## src/rtl/branch_decoder_unit_pkg.sv

```systemverilog
// Shared encodings for the EX-stage next-PC source selection.
// Consumed by the branch decoder and the fetch controller.
package branch_decoder_unit_pkg;

    localparam logic [1:0] PcPlus4Src             = 2'b00;
    localparam logic [1:0] SepcSrc                = 2'b01;
    localparam logic [1:0] MepcSrc                = 2'b10;
    localparam logic [1:0] PcOrReadDataPlusImmSrc = 2'b11;

endpackage

```

## src/rtl/pc_fetch_controller_pkg.sv

```systemverilog
// Types shared by the instruction-fetch sequencing controller.
// Holds the fetch FSM state encoding.
package pc_fetch_controller_pkg;

    typedef enum logic [1:0] {
        Boot  = 2'd0,
        Fetch = 2'd1,
        Hold  = 2'd2,
        Drain = 2'd3
    } fetch_state_t;

endpackage

```

## src/rtl/pc_fetch_controller.sv

```systemverilog
// Owns the architectural PC and issues single-outstanding fetches.
// Redirects flush the front-end and drain any wrong-path fetch.
module pc_fetch_controller
    import branch_decoder_unit_pkg::*;
    import pc_fetch_controller_pkg::*;
#(
    parameter int unsigned      Width       = 32,
    parameter logic [Width-1:0] ResetVector = '0
) (
    input  logic             clock,
    input  logic             reset_n,
    input  logic             branch_valid,
    input  logic [1:0]       pc_src,
    input  logic [Width-1:0] target_addr,
    input  logic [Width-1:0] sepc,
    input  logic [Width-1:0] mepc,
    input  logic             stall,
    input  logic             fetch_ack,
    output logic             fetch_req,
    output logic [Width-1:0] fetch_addr,
    output logic [Width-1:0] pc,
    output logic             instr_valid,
    output logic             flush
);

    fetch_state_t     state;
    logic [Width-1:0] pcReg;
    logic [Width-1:0] pending;
    logic [Width-1:0] rawTarget;
    logic [Width-1:0] target;
    logic             redirect;

    assign redirect = branch_valid && (pc_src != PcPlus4Src);

    always_comb begin
        rawTarget = target_addr;
        unique case (1'b1)
            (pc_src == SepcSrc):                rawTarget = sepc;
            (pc_src == MepcSrc):                rawTarget = mepc;
            (pc_src == PcOrReadDataPlusImmSrc): rawTarget = target_addr;
            (pc_src == PcPlus4Src):             rawTarget = target_addr;
        endcase
    end

    // Targets are always word aligned; low bits from EX are discarded.
    assign target = {rawTarget[Width-1:2], 2'b00};

    always_ff @(posedge clock or negedge reset_n) begin
        if (!reset_n) begin
            state   <= Boot;
            pcReg   <= ResetVector;
            pending <= '0;
        end else begin
            unique case (state)
                Boot: begin
                    state <= Fetch;
                end
                Fetch: begin
                    if (fetch_ack) begin
                        if (redirect) begin
                            pcReg <= target;
                        end else begin
                            pcReg <= pcReg + Width'(4);
                            if (stall) state <= Hold;
                        end
                    end else if (redirect) begin
                        pending <= target;
                        state   <= Drain;
                    end
                end
                Hold: begin
                    if (redirect) begin
                        pcReg <= target;
                        state <= Fetch;
                    end else if (!stall) begin
                        state <= Fetch;
                    end
                end
                Drain: begin
                    // Latest redirect wins, even on the ack cycle itself.
                    if (fetch_ack) begin
                        pcReg <= redirect ? target : pending;
                        state <= Fetch;
                    end else if (redirect) begin
                        pending <= target;
                    end
                end
                default: state <= Boot;
            endcase
        end
    end

    assign fetch_req   = (state == Fetch) || (state == Drain);
    assign fetch_addr  = pcReg;
    assign pc          = pcReg;
    assign instr_valid = (state == Fetch) && fetch_ack && !redirect;
    assign flush       = redirect && (state != Boot);

endmodule

```

## config.mk

```make
export PLATFORM = sky130hd
export DESIGN_NAME = pc_fetch_controller
export DESIGN_NICKNAME = d
export VERILOG_FILES = /design/src/rtl/branch_decoder_unit_pkg.sv /design/src/rtl/pc_fetch_controller_pkg.sv /design/src/rtl/pc_fetch_controller.sv
export SDC_FILE = /design/constraint.sdc
export NUM_CORES = 1
export LEC_CHECK = 0
export ABC_AREA = 1
export BUFFER_PORTS_ARGS = -buffer_cell sky130_fd_sc_hd__buf_2
export CELL_PAD_IN_SITES_DETAIL_PLACEMENT = 2
export CELL_PAD_IN_SITES_GLOBAL_PLACEMENT = 2
export CORE_AREA = 2 2 134 136
export CTS_CLUSTER_SIZE = 30
export DETAILED_ROUTE_END_ITERATION = 16
export DIE_AREA = 0 0 136 138
export PLACE_DENSITY_LB_ADDON = 0.1
export SLEW_MARGIN = 20
export SYNTH_ARGS = -nofsm -noshare
export SYNTH_HDL_FRONTEND = slang
export SYNTH_SLANG_ARGS = --single-unit
```

## constraint.sdc

```tcl
create_clock -name clock -period 3.21 [get_ports clock]
set_input_delay 0.642 -clock clock [delete_from_list [all_inputs] [get_ports clock]]
set_output_delay 0.642 -clock clock [all_outputs]
set_load 0.1 [all_outputs]
```

== Word level (Yosys, flattened, before mapping) ==
Cells that the tools add are included.

* Register bits after elaboration: 66
* Logic and storage cells: 49

* $add $sub $neg: 1
* Equality and inequality tests: 13
* Muxes and demuxes: 15
* Bitwise gates (word level): 1
* Reduce and logical (&&, ||, !) cells: 16

{| class="wikitable"
|+ Operators with widths
! operator !! count
|-
| case mux 32 bit (3 select lines) || 2
|-
| two-way mux 32 bit || 5
|-
| adder 32 x 3 -> 32 bit (second input constant) || 1
|-
| two-way mux 2 bit || 7
|-
| inequality test 3 bit (second input constant) || 4
|-
| == test 2 bit (second input constant) || 4
|-
| case mux 2 bit (4 select lines) || 1
|-
| inequality test 2 bit (second input constant) || 3
|-
| AND reduction 5 bit || 1
|-
| == test 2 x 1 -> 1 bit (second input constant) || 2
|-
| logical AND 1 bit || 4
|-
| zero test 2 bit || 2
|-
| AND reduction 4 bit || 1
|-
| nonzero test 2 bit || 2
|-
| OR reduction 2 bit || 2
|-
| nonzero test 3 bit || 1
|-
| AND reduction 2 bit || 1
|-
| zero test 1 bit || 1
|-
| logical OR 1 bit || 1
|-
| NOT 1 bit || 1
|}

== Longest topological paths before layout ==
Gate-level depths: netlist (run 1).

* Depth after elaboration: 6
* Mapped depth: 12

== Worst setup path after synthesis (run 1) ==
No wires, ideal clock.

* Path kind: input to output
* Start: input pc_src[0]
* End: output flush
* Arrival: 2.689 ns
* Required time: 2.568 ns
* Path slack: -0.121 ns
* Stages on the path: 6
* Cell sequence: inv_1 -> ha_1 -> inv_1 -> nand2_2 -> buf_2 -> a21oi_1

* Word-level cells in the longest chain between the ends: 3

{| class="wikitable"
|+ RTL lines
! what !! line !! source
|-
| start, declared || pc_fetch_controller.sv:13 || <nowiki>input logic [1:0] pc_src,</nowiki>
|-
| nonzero test 2 bit || pc_fetch_controller.sv:33 || <nowiki>assign redirect = branch_valid && (pc_src != PcPlus4Src);</nowiki>
|-
| logical AND 1 bit || pc_fetch_controller.sv:33 ||
|-
| logical AND 1 bit || pc_fetch_controller.sv:97 || <nowiki>assign flush = redirect && (state != Boot);</nowiki>
|-
| end, declared || pc_fetch_controller.sv:23 || <nowiki>output logic flush</nowiki>
|}

No other way between the ends.

== Worst setup path in the final report (run 1) ==
* Start: input pc_src[0]
* End: output instr_valid

* Word-level cells in the longest chain between the ends: 4

{| class="wikitable"
|+ RTL lines
! what !! line !! source
|-
| nonzero test 2 bit || pc_fetch_controller.sv:33 ||
|-
| logical AND 1 bit || pc_fetch_controller.sv:33 ||
|-
| zero test 1 bit || pc_fetch_controller.sv:96 || <nowiki>assign instr_valid = (state == Fetch) && fetch_ack && !redirect;</nowiki>
|-
| logical AND 1 bit || pc_fetch_controller.sv:96 ||
|-
| end, declared || pc_fetch_controller.sv:22 || <nowiki>output logic instr_valid,</nowiki>
|}

No other way between the ends.

==> results of run 1 <==
## critical path, cell delays in order
cell and delay, ns:
buf_2 0.11, inv_1 0.08, ha_1 0.15, inv_1 0.05, nand2_2 0.22, nand2_2 0.24
nor2_1 0.13, buf_2 0.43
## layout make-up
cell class	instances	area [sq um]	area share, %
clock buffer	9	225	3.82
clock inverter	7	118	1.99
tap	229	287	4.86
multi-input combinational	531	2500	42.4
sequential	66	1650	28.0
inverter	59	221	3.75
timing repair buffer	174	898	15.2
## cell usage after synthesis, drive strengths merged
| master | n |
|---|---|
| a21oi | 56 |
| a22oi | 22 |
| a31oi | 1 |
| a41oi | 1 |
| and2 | 1 |
| buf | 49 |
| clkbuf | 12 |
| dfrtp | 66 |
| ha | 4 |
| inv | 59 |
| nand2 | 238 |
| nand3 | 43 |
| nand3b | 2 |
| nand4 | 5 |
| nor2 | 71 |
| nor3 | 10 |
| o211ai | 4 |
| o21ai | 63 |
| o21bai | 1 |
| o221ai | 2 |
| o22ai | 1 |
| o31ai | 3 |
| or2 | 3 |
## registers in the layout, summed over array words and instances, names as in the netlist
| name | flops |
|---|---|
| fetch_addr | 32 |
| state | 2 |
| pending | 32 |
## path summary, 6_finish.rpt
check / start / cells past startpoint / end
worst max-delay path: pc_src[0] / 8 / instr_valid
worst min-delay path: reset_n / 1 / fetch_addr[8]
worst max register to register: fetch_addr[2] / 9 / fetch_addr[28]
worst min register to register: pending[14] / 2 / pending[14]
max in group asynchronous: reset_n / 2 / fetch_addr[28]
min in group clock: pending[14] / 2 / pending[14]
## layout by cell type, fill, tap and decap left out
| master | netlist | final |
|---|---|---|
| o21ai_0 | 59 | 59 |
| a31oi_1 | 1 | 1 |
| or2_2 | 1 | 1 |
| a21oi_1 | 56 | 55 |
| o21bai_1 | 1 | 1 |
| bufinv_16 | 0 | 3 |
| inv_2 | 8 | 8 |
| buf_2 | 16 | 163 |
| o22ai_1 | 1 | 1 |
| a41oi_1 | 1 | 1 |
| nor3_2 | 3 | 3 |
| o221ai_1 | 2 | 2 |
| a22oi_1 | 22 | 22 |
| o31ai_1 | 3 | 3 |
| buf_4 | 33 | 11 |
| nand3_2 | 2 | 2 |
| or2_1 | 2 | 2 |
| clkinv_2 | 0 | 1 |
| and2_1 | 1 | 1 |
| nand2_2 | 6 | 6 |
| ha_1 | 4 | 4 |
| nand3_1 | 41 | 41 |
| dfrtp_1 | 66 | 66 |
| nor2_4 | 4 | 4 |
| o211ai_1 | 4 | 4 |
| nand2_1 | 232 | 232 |
| nor2_1 | 64 | 64 |
| a21oi_2 | 0 | 1 |
| nand3b_1 | 2 | 2 |
| clkinvlp_4 | 0 | 3 |
| nor3_1 | 7 | 7 |
| inv_1 | 51 | 51 |
| o21ai_4 | 1 | 1 |
| nor2_2 | 3 | 3 |
| o21ai_1 | 3 | 3 |
| clkbuf_16 | 0 | 9 |
| nand4_1 | 5 | 5 |
## power groups by stage
| stage | sequential (uW) | combinational (uW) | clock (uW) |
|---|---|---|---|
| global placement | 1550 | 4700 | 0 |
| CTS | 1570 | 4790 | 1180 |
| finish | 1560 | 4760 | 1170 |
| global route | 1630 | 5040 | 1230 |
| detailed placement | 1580 | 4780 | 0 |
| floorplan | 2820 | 2790 | 0 |
## per-stage QoR
step,utilization (%),worst slack [ns],std cells,total power (uW),cell area (sq um)
after floorplan,-,0.140,717,5610,4740
after global placement,31.7,0.532,1059,6250,5560
after detailed placement,31.7,0.482,1059,6360,5560
after CTS,33.6,0.482,1075,7550,5900
after global routing,33.6,0.410,1075,7910,5900
final,33.6,0.506,1075,7490,5900
## cell families after synthesis
| group | count (synthesis) | synth area share, % |
|---|---|---|
| AO/OA/AOI/OAI | 154 | 18.4 |
| flip-flops | 66 | 34.8 |
| adder cells (fa/ha/maj) | 4 | 1.06 |
| buffers and inverters | 120 | 12.5 |
| AND/OR/NAND/NOR | 373 | 33.2 |
## per-layer routing
layer  up-vias  routed length, microns  global-route usage, %
met3        18                     736                   3.19
met5         -                       0                      0
met4         0                     293                   5.43
li1       2554                       -                      -
met2       130                    8790                   33.9
met1      2593                    9140                   29.6
==> flow_summary.json, run 1 <==
{
  "core_sq_mm": 0.0175,
  "cellPowerDensity_mw_per_mm2": 1270,
  "dp_hpwl_microns": 14900,
  "crit_required_ns": 2.57,
  "cts_sinks": 66,
  "place_congestion": 0.815,
  "ioPinCount": 170,
  "final_nets": 948,
  "worst_pin_slew_ns": 0.571,
  "p_seq_share_pct": 20.9,
  "drt_pass1_iterations": 4,
  "insertion_delay_ns": 0.34,
  "maxSlewHeadroom_pct": 61.9,
  "grt_pass1_vias": 5708,
  "ant_nets": 0,
  "ys_seq_area_share_pct": 34.8,
  "r2r_slack_ns": 1.09,
  "max_freq_ghz": 0.370,
  "yosys.area.top_type": "dfrtp_1",
  "grt.overflow.total": 0,
  "dieWidth_microns": 136,
  "wl_microns": 19000,
  "finalMaxSlewViolations": 0,
  "row_count": 49,
  "endpoint_kind": "output pin",
  "post-route-drc-count": 0,
  "grt_pass1_wl_microns": 31100,
  "holdBufCountCts": 0,
  "p_sw_uw": 4870,
  "rsz0062_at_grt": "no",
  "viasPerCell": 4.93,
  "ir_drop_uv": 738,
  "maxCapViolations": 0,
  "synth_nets": 824,
  "syn_to_final_growth_pct": 24.4,
  "postCtsSetupBuffers": 0,
  "synth_cells": 717,
  "antenna_found_initial": 0,
  "port_buffers": 163,
  "cts-root-buf": "clkbuf_16",
  "post-route-period-util_pct": 84.2,
  "grt_max_degree": 38,
  "switching_share_pct": 65.0,
  "synth_area_sq_mm": 0.00474,
  "vias": 5295,
  "p_leak_uw": 0.00290,
  "holdWs_ns": 0.281,
  "pwr-share-comb_pct": 63.6,
  "start_util_pct": 27.0,
  "setup_tns_ns": 0,
  "hold_class": "input pin to asynchronous set/reset pin",
  "critPathLaunchType": "input pin",
  "die_h_microns": 138,
  "critPathMaxFanout": 10,
  "synth_cell_type_count": 33,
  "yosysTopAreaCellShare_pct": 34.8,
  "fin_crit_ns": 2.70,
  "skew_ns": 0.00573,
  "nFillCells": 2202,
  "path_clk_slew_ns": 0.06,
  "hold_viol_final": 0,
  "drtIter0Drc": 230,
  "ctsResizeCount": 0,
  "synth_area_per_cell_sq_um": 6.61,
  "fp.dieArea_sq_mm": 0.0188,
  "antennaDiodeCount": 0,
  "synth_seq_cells": 66,
  "pwr-share-clk_pct": 15.6,
  "htreeDepth": 3,
  "synth_area_leaders": "dfrtp_1, nand2_1, o21ai_0",
  "status": "finished clean",
  "numCtsBuffers": 9,
  "wire_per_inst_microns": 17.6,
  "drive_gt1_share_pct": 25.9,
  "setup-violations-final": 0,
  "cts_tree": "yes",
  "yosysWarnings": 0,
  "p_int_uw": 2620,
  "grt_use_total_pct": 21.1,
  "cts_buffer_depth": 2,
  "cp_data_arrival_time_ns": 2.06,
  "criticalPathCategory": "input pin to output pin"
}
Note: power is estimated with default switching activity, not from simulation.
==> inputs of run 2 (changes only) <==
--- a/config.mk
+++ b/config.mk
@@ -5,14 +5,14 @@
 export SDC_FILE = /design/constraint.sdc
 export NUM_CORES = 1
 export LEC_CHECK = 0
-export ABC_AREA = 1
+export ABC_AREA = 0
 export BUFFER_PORTS_ARGS = -buffer_cell sky130_fd_sc_hd__buf_2
 export CELL_PAD_IN_SITES_DETAIL_PLACEMENT = 2
 export CELL_PAD_IN_SITES_GLOBAL_PLACEMENT = 2
-export CORE_AREA = 2 2 134 136
+export CORE_AREA = 2 2 130 132
 export CTS_CLUSTER_SIZE = 30
 export DETAILED_ROUTE_END_ITERATION = 16
-export DIE_AREA = 0 0 136 138
+export DIE_AREA = 0 0 132 134
 export PLACE_DENSITY_LB_ADDON = 0.1
 export SLEW_MARGIN = 20
 export SYNTH_ARGS = -nofsm -noshare
==> constraint.sdc (replaced) <==
create_clock -name clock -period 2.6 [get_ports clock]
set_input_delay 0.52 -clock clock [delete_from_list [all_inputs] [get_ports clock]]
set_output_delay 0.52 -clock clock [all_outputs]
set_load 0.1 [all_outputs]
==> run 2 against run 1 <==
  * Sequential power about the same
  * Clock skew up 0.00094 ns
  * Register-to-register slack worse by 0.72 ns
  * Total power down 19%
  * Die area down 5.8%
  * Via count down 13%
  * Combinational power down 31%
  * Wire length down 6.8%
  * Setup slack worse by 0.16 ns
  * Design area down 2.9%
  * Clock-buffer cell count up 3
  * Clock power about the same
  * Critical path type unchanged
  * Largest cell class unchanged
==> flow_summary.json, run 2 <==
{
  "worst_pin_slew_ns": 0.856,
  "setup-violations-final": 0,
  "ioPinCount": 170,
  "synth_area_per_cell_sq_um": 8.50,
  "cpPeakStageDelay_ns": 0.23,
  "finalMaxSlewViolations": 0,
  "grt_max_degree": 43,
  "synth_nets": 636,
  "postCtsSetupBuffers": 0,
  "grt_pass1_wl_microns": 28400,
  "drive_gt1_share_pct": 33.9,
  "start_util_pct": 27.6,
  "crit_required_ns": 2.08,
  "rsz0062_at_grt": "no",
  "path_clk_slew_ns": 0.06,
  "grt.overflow.total": 0,
  "seq_area_sq_mm": 0.00165,
  "yosysWarnings": 0,
  "antenna_found_initial": 1,
  "core_sq_mm": 0.0163,
  "critPathMaxFanout": 6,
  "grt_use_total_pct": 20.5,
  "syn_to_final_growth_pct": 27.4,
  "synth_area_leaders": "dfrtp_1, buf_4, nand2_1",
  "synth_cells": 529,
  "ctsResizeCount": 0,
  "dp.cells": 868,
  "cts-root-buf": "clkbuf_16",
  "cts_buffer_depth": 2,
  "finalNonFillerCells": 883,
  "yosysMostFrequentCell": "dfrtp_1",
  "final_nets": 766,
  "cts_tree": "yes",
  "htreeDepth": 3,
  "maxSlewHeadroom_pct": 42.6,
  "crit_top_cell": "nand2b_1",
  "fp.dieArea_sq_mm": 0.0177,
  "synth_seq_cells": 66,
  "layout_common_cells": "buf_2, dfrtp_1, nand2_1",
  "yosysTopAreaCellShare_pct": 36.7,
  "holdBufCountCts": 0,
  "dieWidth_microns": 132,
  "wire_per_inst_microns": 20.0,
  "multi_input_area_sq_mm": 0.00238,
  "synth_cell_type_count": 63,
  "maxCapViolations": 0,
  "synthTopCellsByCount": "dfrtp_1, nand2_1, o21ai_0",
  "insertion_delay_ns": 0.35,
  "ant_nets": 0,
  "synth_edf_count": 0,
  "ir_drop_uv": 438,
  "place_area_sq_mm": 0.00546,
  "layout_commonest_cell": "buf_2",
  "cpLargestDelayFamily": "buffers and inverters",
  "numCtsBuffers": 9,
  "path_buf_inv": 4,
  "place_congestion": 0.768,
  "p_leak_uw": 0.00265,
  "critPathLaunchType": "input pin",
  "viasPerCell": 5.23,
  "status": "finished clean",
  "ys_seq_area_share_pct": 36.7,
  "nFillCells": 1885,
  "fin_crit_ns": 2.25,
  "antennaDiodeCount": 0,
  "drt_pass1_iterations": 5,
  "synth_ff_type": "dfrtp_1",
  "grt_pass1_vias": 5025,
  "synth_area_sq_mm": 0.00450,
  "hold_viol_final": 0,
  "skew_ns": 0.00667,
  "criticalPathCategory": "input pin to output pin",
  "cp_data_arrival_time_ns": 1.73,
  "post-route-period-util_pct": 86.5,
  "port_buffers": 163,
  "synthArstFlopShare_pct": 100,
  "vias": 4619,
  "post-route-drc-count": 0,
  "endpoint_kind": "output pin",
  "die_h_microns": 134,
  "wl_microns": 17700,
  "yosys.area.top_type": "dfrtp_1",
  "dp_hpwl_microns": 13400,
  "row_count": 47,
  "drtIter0Drc": 225,
  "cts_sinks": 66,
  "hold_class": "input pin to asynchronous set/reset pin",
  "max_freq_ghz": 0.444,
  "finalInstanceArea_sq_mm": 0.00573,
  "slowest_stage": "nand2b_1",
  "cp_cell_sequence": "buf_2 -> inv_1 -> ha_1 -> nand2b_1 -> buf_4 -> nand2b_1 -> nor2_2 -> buf_12",
  "cellPowerDensity_mw_per_mm2": 1050
}
run 2: changes by cell type in the layout (fill, tap and decap cells not counted), moves of 16 or more:
cell,change
nor2_1,-34
nand2_1,-169
nand2b_1,+22
inv_1,-41
nand3_1,-25
o21ai_0,-21
o21ai_1,+16
a21oi_1,-35
run 2: cell families (layout without fill, tap and decap cells):
| group | after synthesis | after routing | share of synthesized area, % |
|---|---|---|---|
| buffers and inverters | 85 | 219 | 10.5 |
| xor gates and xnor gates | 1 | 1 | 0.195 |
| DFF | 66 | 66 | 36.7 |
| adders and majority gates | 4 | 4 | 1.11 |
| muxes | 12 | 12 | 3.01 |
| and+or+nand+nor | 187 | 187 | 21.6 |
| AOI/OAI and AO/OA | 174 | 174 | 26.9 |
run 2: area by class of cell:
type,instances,share of cell area (%)
clock buffer,12,4.48
sequential,66,28.8
timing repair buffer,192,19.2
clock inverter,3,0.262
inverter,12,0.787
multi-input combinational,378,41.6
tap,220,4.81
run 2: final timing paths:
kind	to	cells after the start	from	slack [ns]
max	instr_valid	8	pc_src[0]	0.35
min	fetch_addr[29]	1	reset_n	0.20
max reg2reg	fetch_addr[10]	5	state[1]	0.37
min reg2reg	pending[27]	2	pending[27]	0.49
max in group asynchronous	fetch_addr[4]	2	reset_n	1.70
min in group clock	state[0]	2	stall	0.39
run 2: metrics by stage:
step           utilization, %  setup TNS (ns)  power (uW)  setup slack [ns]  hold WS [ns]
2_1_floorplan               -         -0.0812        4340           -0.0812         0.224
4_1_cts                  35.2               0        6090             0.316         0.223
3_5_place_dp             33.5               0        4910            0.0925         0.478
3_3_place_gp             33.5               0        4840             0.166         0.465
6_report                 35.2               0        6030             0.350         0.203
5_1_grt                  35.2               0        6300             0.207         0.246
run 2: routing by layer:
| layer | routed length (microns) | part of all wire (%) | track usage [%] | vias up |
|---|---|---|---|---|
| li1 | - | - | - | 2168 |
| met1 | 8330 | 47 | 27.9 | 2325 |
| met2 | 8290 | 47 | 33.2 | 109 |
| met3 | 793 | 4.5 | 3.67 | 15 |
| met4 | 234 | 1.3 | 6.46 | 2 |
| met5 | 13 | 0.074 | 0 | - |
run 2: where the power goes:
| group | internal, uW | total [uW] | switching, uW |
|---|---|---|---|
| Sequential | 1270 | 1590 | 324 |
| Clock | 687 | 1160 | 475 |
| Combinational | 607 | 3280 | 2670 |
| Total | 2560 | 6030 | 3470 |
==> inputs of run 3 (changes only) <==
==> constraint.sdc (replaced) <==
create_clock -name clock -period 2.3 [get_ports clock]
set_input_delay 0.46 -clock clock [delete_from_list [all_inputs] [get_ports clock]]
set_output_delay 0.46 -clock clock [all_outputs]
set_load 0.1 [all_outputs]
==> run 3 against run 2 <==
  * Design area increased by 3.0%
  * Sequential share of layout area decreased by 0.69 points
  * Critical path depth unchanged
  * Wire length increased by 1.4%
  * Cell count increased by 1.5%
  * Global-route usage increased by 0.19 points
  * Via count increased by 2.3%
  * Setup slack got worse by 0.15 ns
  * Die area unchanged
  * Critical endpoint is now fetch_addr[19]
  * Largest power group unchanged
==> flow_summary.json, run 3 (synthesized netlist as in run 2, its figures left out) <==
{
  "top_usage_layer": "met2",
  "finalInstanceArea_sq_mm": 0.00590,
  "fp.dieArea_sq_mm": 0.0177,
  "antennaDiodeCount": 0,
  "skew_ns": 0.00594,
  "insertion_delay_ns": 0.34,
  "hold_class": "input pin to asynchronous set/reset pin",
  "fin_util_pct": 36.2,
  "grt_pass1_vias": 5201,
  "critPathMaxFanout": 10,
  "crit_required_ns": 2.52,
  "critPathLaunch": "pc_src[1]",
  "total_power_uw": 6930,
  "cts-root-buf": "clkbuf_16",
  "layout_common_cells": "buf_2, nand2_1, dfrtp_1",
  "rr_endpoint": "fetch_addr[18]",
  "grt_max_degree": 67,
  "r2r_start": "state[0]",
  "cts_buffer_depth": 2,
  "p_leak_uw": 0.00273,
  "dp.cells": 880,
  "dp_hpwl_microns": 13600,
  "cpPeakStageDelay_ns": 0.44,
  "use_met1_pct": 28.9,
  "wire_per_inst_microns": 20.0,
  "path_clk_slew_ns": 0.06,
  "cp_cell_sequence": "buf_2 -> inv_1 -> ha_1 -> inv_2 -> a221o_1 -> a32oi_1 -> a21boi_0 -> o21ai_1",
  "place_area_sq_mm": 0.00561,
  "grt_use_met3_pct": 3.29,
  "ctsResizeCount": 0,
  "ir_drop_uv": 613,
  "die_h_microns": 134,
  "place_congestion": 0.790,
  "final_nets": 778,
  "fin_crit_ns": 2.10,
  "rsz0062_at_grt": "no",
  "holdBufCountCts": 0,
  "wl_microns": 17900,
  "grtUsageMet2_pct": 33.1,
  "maxCapViolations": 0,
  "start_util_pct": 27.6,
  "cp_data_arrival_time_ns": 2.32,
  "finalMaxSlewViolations": 0,
  "slowest_stage": "ha_1",
  "drt_pass1_iterations": 6,
  "setup-violations-final": 0,
  "maxSlewHeadroom_pct": 46.3,
  "hold_viol_final": 0,
  "worst_pin_slew_ns": 0.803,
  "nFillCells": 1912,
  "vias": 4723,
  "antenna_found_initial": 0,
  "criticalPathCategory": "input pin to flip-flop",
  "cts_sinks": 66,
  "max_freq_ghz": 0.477,
  "htreeDepth": 3,
  "ant_nets": 0,
  "critPathLaunchType": "input pin",
  "ioPinCount": 170,
  "setup_tns_ns": 0,
  "grt.overflow.total": 0,
  "drtIter0Drc": 213,
  "rr_worst_depth": 5,
  "core_sq_mm": 0.0163,
  "dieWidth_microns": 132,
  "postCtsSetupBuffers": 0,
  "drive_gt1_share_pct": 36.1,
  "grt_use_total_pct": 20.7,
  "grt_pass1_wl_microns": 28700,
  "numCtsBuffers": 9,
  "syn_to_final_growth_pct": 31.2,
  "post-route-drc-count": 0,
  "cellPowerDensity_mw_per_mm2": 1170,
  "r2r_slack_ns": 0.27,
  "status": "finished clean",
  "cts_tree": "yes",
  "endpoint_kind": "flip-flop",
  "post-route-period-util_pct": 91.1,
  "port_buffers": 163,
  "layout_commonest_cell": "buf_2",
  "finalNonFillerCells": 896,
  "viasPerCell": 5.27,
  "worst_setup_path_endpoint": "fetch_addr[19]",
  "row_count": 47
}
-- run 3: cell count changes in the layout (fill, tap and decap cells not counted), moves of 2 or more --
cell     previous run  this run
dfrtp_2             0         7
nor2_4              0         2
nor2_2              2         0
buf_4              26        34
dfrtp_1            66        59
buf_12              5         9
-- run 3: per-layer routing --
metal,up-vias,routed length [microns],part of all wire (%)
met5,-,0,0
met4,0,261,1.5
met3,17,672,3.8
met2,116,8420,47
met1,2382,8560,48
li1,2208,-,-
-- run 3: how the worst min path moves through the flow --
stage	start	endpoint	slack, ns	cells after the start
after global placement	pending[23]	pending[23]	0.47	2
final	reset_n	fetch_addr[30]	0.1	2
after CTS	reset_n	fetch_addr[30]	0.16	2
after floorplan	reset_n	fetch_addr[0]	0.16	0
after global routing	reset_n	fetch_addr[31]	0.16	2
after detailed placement	pending[0]	pending[0]	0.47	1
-- run 3: layout make-up --
| cell class | count | area (sq um) | share of cell area [%] |
|---|---|---|---|
| sequential | 66 | 1660 | 28.2 |
| inverter | 12 | 45.0 | 0.764 |
| clock inverter | 2 | 10.0 | 0.170 |
| tap | 220 | 275 | 4.67 |
| timing repair buffer | 204 | 1240 | 21.0 |
| multi-input combinational | 378 | 2390 | 40.6 |
| clock buffer | 14 | 274 | 4.65 |
-- run 3: through the flow --
| stage | hold WS [ns] | worst slack [ns] |
|---|---|---|
| global route | 0.165 | 0.0714 |
| detailed placement | 0.471 | -0.135 |
| floorplan | 0.164 | 0.00115 |
| global placement | 0.465 | -0.0563 |
| finish | 0.0989 | 0.205 |
| CTS | 0.155 | 0.211 |
-- run 3: critical path, delay by kind of cell --
family,cells,cell delay [ns]
buffers and inverters,3,0.32
AOI/OAI and AO/OA,4,1.11
adders and majority gates,1,0.44
-- run 3: power breakdown --
part / switching (uW) / total [uW] / internal, uW
clock network: 521 / 1340 / 815
logic: 3060 / 3800 / 738
registers: 347 / 1790 / 1440
total: 3930 / 6930 / 2990
